File: config.mk
export PLATFORM = sky130hd
export DESIGN_NAME = register_file
export DESIGN_NICKNAME = d
export VERILOG_FILES = /design/src/rtl/register_file_pkg.sv /design/src/rtl/register_file_rf_read_port.sv /design/src/rtl/register_file.sv
export SDC_FILE = /design/constraint.sdc
export NUM_CORES = 2
export LEC_CHECK = 0
export CORE_MARGIN = 2
export CORE_UTILIZATION = 25
export CTS_CLUSTER_SIZE = 16
export DETAILED_ROUTE_END_ITERATION = 8
export GPL_ROUTABILITY_DRIVEN = 1
export GPL_TIMING_DRIVEN = 0
export SLEW_MARGIN = 20
export SYNTH_ARGS = -nofsm -noshare
export SYNTH_HDL_FRONTEND = slang
export SYNTH_HIERARCHICAL = 1
export SYNTH_SLANG_ARGS = --single-unit
File: constraint.sdc
create_clock -name clk -period 2.2 [get_ports clk]
set_input_delay 0.44 -clock clk [delete_from_list [all_inputs] [get_ports clk]]
set_output_delay 0.44 -clock clk [all_outputs]
set_load 0.05 [all_outputs]
File: src/rtl/register_file_pkg.sv
// Shared register-file constants and types for the core datapath.
// Zero-latency reads, one-edge writes, no backpressure (always ready).
package register_file_pkg;

    localparam int REG_DATA_W = 32;
    localparam int REG_ADDR_W = 5;
    localparam int REG_COUNT  = 32;
    localparam logic [4:0] REG_ZERO = 5'd0;

    typedef logic [REG_ADDR_W-1:0] reg_addr_t;
    typedef logic [REG_DATA_W-1:0] reg_data_t;

endpackage

File: src/rtl/register_file_rf_read_port.sv
// Combinational read mux for one register-file port; address zero reads zero.
// Zero latency, no backpressure.
module rf_read_port
    import register_file_pkg::*;
#(
    parameter int DATA_W = REG_DATA_W,
    parameter int ADDR_W = REG_ADDR_W
) (
    input  logic [DATA_W-1:0] i_regs [2**ADDR_W],
    input  logic [ADDR_W-1:0] i_addr,
    output logic [DATA_W-1:0] o_dat
);

    assign o_dat = (i_addr == ADDR_W'(REG_ZERO)) ? '0 : i_regs[i_addr];

endmodule

File: src/rtl/register_file.sv
// 32x32 register file: two combinational read ports, one clocked write port, x0 hardwired to 0.
// Reads zero latency, writes land on the rising edge; never stalls, no internal bypass.
module register_file
    import register_file_pkg::*;
#(
    parameter int DATA_W = REG_DATA_W,
    parameter int ADDR_W = REG_ADDR_W
) (
    input  logic              clk,
    input  logic              reset,
    input  logic [ADDR_W-1:0] A1,
    input  logic [ADDR_W-1:0] A2,
    input  logic [ADDR_W-1:0] A3,
    input  logic [DATA_W-1:0] WD3,
    input  logic              WE,
    output logic [DATA_W-1:0] RD1,
    output logic [DATA_W-1:0] RD2
);

    localparam int DEPTH = 2**ADDR_W;

    logic [DATA_W-1:0] w_regs [DEPTH];

    // Entry 0 has no storage at all, so a write to it is dropped by construction.
    assign w_regs[0] = '0;

    for (genvar g = 1; g < DEPTH; g++) begin : g_reg
        logic [DATA_W-1:0] r_q;

        always_ff @(posedge clk or negedge reset) begin
            if (!reset) begin
                r_q <= '0;
            end else if (WE && (A3 == ADDR_W'(g))) begin
                r_q <= WD3;
            end
        end

        assign w_regs[g] = r_q;
    end

    rf_read_port #(
        .DATA_W (DATA_W),
        .ADDR_W (ADDR_W)
    ) u_rd1 (
        .i_regs (w_regs),
        .i_addr (A1),
        .o_dat  (RD1)
    );

    rf_read_port #(
        .DATA_W (DATA_W),
        .ADDR_W (ADDR_W)
    ) u_rd2 (
        .i_regs (w_regs),
        .i_addr (A2),
        .o_dat  (RD2)
    );

endmodule

==> implementation parameters <==
Parameter                              Value

Drt
  Starting DRT DRC Count    3323
  Total Routed Length    208000 um
  Remaining routing DRC violations    0
  Pre-Repair DR Iteration Count    5
  Average via count per standard cell    5.32
  Total via count in the routed design    36300
  DR WL/cell    30.5 um
  Number of routed nets with antenna violations    0

Cells and area
  Fill cell total of the finished layout    21000
  Post-layout util    31.7%
  Most common library cell in the layout ignoring fill and taps    dfrtp_1
  Net count of the finished layout    3944
  Largest registers    g.r_q x992
  Register ranked first by flip-flop count    g.r_q
  Commonest cells after routing, fill and taps aside    dfrtp_1 (991), mux2_2 (988), mux4_2 (448)
  Flip-flop count of the largest register, all copies and words added    992
  Area growth syn-to-layout    26.1%
  Layout cell share with drive strength beyond 1    62.3%

Critical path
  Kind of capture point of the worst setup path    output pin
  Arrival time at the worst endpoint    2.59 ns
  Reg2reg path depth    3
  Critical path required time    1.76 ns
  Crit start category    flop
  Kind of critical path    reg2out
  Highest net fanout along the worst path    3

Clock tree
  Htree depth    3
  Buffer depth of the longest clock path    3
  Clock tree from TritonCTS    built
  TritonCTS buffer count    102
  Number of clock sinks    992
  Clock-pin slew of the registers on the worst-case setup and hold paths    0.07 ns
  Master cell of the clock root buffer    clkbuf_16
  Clock Latency Late Sink    0.72 ns

STA
  Worst hold margin    -0.314 ns
  Worst setup skew after layout    0 ns
  Final cycle utilization of the critical path    138%
  Min cycle time layout    3.03 ns
  Final-report setup violation count    64
  Setup repair after global routing missed its margin    yes
  Post-layout worst setup margin    -0.832 ns
  Fmax    330 MHz
  Worst Tran Pin Value    0.961 ns
  Hold Fails Final Rpt    111
  Worst slew margin    35.9%
  Max Transition Viols Final    0

Floorplan
  Floorplan die area    219000 um2
  Overall die width    468 um
  Number of placement rows    170
  Die boundary height    468 um
  Num ports    114
  Core area    214000 um2
  Starting utilization of the core area    25.1%

Global route
  Largest net degree at the start of global routing    143
  All-Layer GR Usage    18.8%
  GRT Residual Overflow    0
  Via count of the first global-routing pass    37300
  First-pass GRT wire length    291000 um
  Antenna violations before repair    11

Yosys
  Top flip-flop cell by instance count after synthesis    dfrtp_1
  Share of synthesized flip-flops with an asynchronous set or reset    100%
  Combinational family with the most area after synthesis    multiplexers
  Portion of netlist area occupied by mux cells    43.2%
  Synthesized-area fraction occupied by ao, oa, aoi and oai cells    4.97%
  Area share of xor/xnor cells in the synthesized design    0%
  Post-synthesis instance total    3552
  Adder-Cell Fraction of Synth Area    0%
  Yosys warnings    6
  Number of synthesized register bits    992
  Syn Std Cell Area    53800 um2
  Number of different library cells in the post-synthesis netlist    39
  Number of flops mapped to enable cells by yosys    0
  Simple-gate share of the synthesized area    1.65%
  Mapped Avg Cell Area    15.2 um2
  Register area share after synthesis    46.1%

Power and ir drop
  Power per cell area    873 nW/um2
  Leakage dissipation    28.0 nW
  Worst VDD drop    0.000605 V

Run status
  Status    complete, but fails checks
  Violations in the final reports    hold timing, setup timing

Flow run
  Max-cap viol count    0

Place
  Final GP Congestion    0.983
  Count of buffers from port buffering    105
  Half-perimeter wire length after placement    154000 um

Worst hold path
  Class of the tightest hold or removal check    in2async
==> synth_stat cells, drive strengths merged, types with 2 or more instances <==
cell type / n / share of area (%)
a311oi: 64 / 1.1
nor2: 19 / 0.13
nand3: 4 / 0.037
dfrtp: 992 / 46
nand2b: 4 / 0.046
nor2b: 70 / 0.82
nand2: 44 / 0.31
or3: 3 / 0.035
or2: 2 / 0.023
inv: 2 / 0.014
mux2i: 128 / 2.4
mux4: 448 / 19
and4bb: 3 / 0.070
nand4b: 3 / 0.049
clkbuf: 160 / 1.2
a211oi: 64 / 0.89
buf: 238 / 2.9
and2: 2 / 0.023
o2111ai: 16 / 0.26
a221oi: 48 / 0.78
a22oi: 64 / 0.89
o21ai: 112 / 1.1
mux2: 1056 / 22
or4: 2 / 0.042
==> kinds of logic (layout without fill, tap and decap cells) <==
logic type,count (synthesis),in the layout
compound gates,368,368
buf+inv,400,762
flops,992,992
mux,1632,1632
other cells,1,74
simple gates,159,159
==> worst max-delay path, cell delays in order, from the launching register on <==
cell,delay [ns]
dfrtp_1,0.39
mux2i_2,0.10
a221oi_4,0.34
o21ai_4,0.15
a311oi_4,0.63
buf_6,0.25
==> through the flow <==
stage	std cells	TNS [ns]	instance area (um2)	power (W)	setup slack (ns)
2_1_floorplan	3615	-10.64	55800	0.0336	-0.212
3_3_place_gp	6558	-	60400	0.0376	-45.13
3_5_place_dp	6565	-1244.23	60600	0.0383	-2.42
4_1_cts	6791	-63.70	67100	0.0589	-0.803
5_1_grt	6821	-44.58	67900	0.0613	-0.844
6_report	6825	-43.83	67900	0.0593	-0.832
==> area by class of cell <==
class                      instances  area [um2]  area share (%)
multi-input combinational       2223       30400            44.8
sequential                       992       24800            36.6
tap                             2838        3550            5.23
buffer                           395        3130            4.61
clock buffer                     143        3040            4.48
timing repair buffer             178        2140            3.15
clock inverter                    44         717            1.06
antenna                           10        25.0          0.0369
inverter                           2        7.51          0.0111
==> power by group <==
group | total, W | internal [W] | switching (W)
combinational | 0.0152 | 0.00799 | 0.00725
clock | 0.0196 | 0.0118 | 0.00781
sequential | 0.0244 | 0.0218 | 0.00255
total | 0.0593 | 0.0417 | 0.0176
==> final timing paths <==
path	slack (ns)	endpoint	start
setup / recovery	-0.83	RD1[5]	g_reg[22].r_q[5]$_DFFE_PN0P_
hold / removal	-0.31	g_reg[22].r_q[26]$_DFFE_PN0P_	reset
setup reg to reg	1.19	g_reg[15].r_q[20]$_DFFE_PN0P_	g_reg[15].r_q[20]$_DFFE_PN0P_
hold reg to reg	0.51	g_reg[12].r_q[2]$_DFFE_PN0P_	g_reg[12].r_q[2]$_DFFE_PN0P_
max in group asynchronous	0.42	g_reg[3].r_q[9]$_DFFE_PN0P_	reset
min in group clk	0.43	g_reg[25].r_q[30]$_DFFE_PN0P_	WD3[30]
==> layer usage <==
layer	up-vias	part of all wire [%]	wire [um]	track usage, %
met4	0	8.4	17400	13.9
li1	14500	-	-	-
met3	537	6.4	13400	3.05
met1	19600	38	79100	22.7
met2	1591	47	98400	30.2
met5	-	0	0	0
==> timing repair <==
action	4_1_cts	5_1_grt
buffers inserted	36	23
resized for setup	913	122
hold endpoints to repair	111	111
setup endpoints to repair	836	759
gates cloned	6	1
pin swaps	120	91
Power figures use the tool's default switching activity.
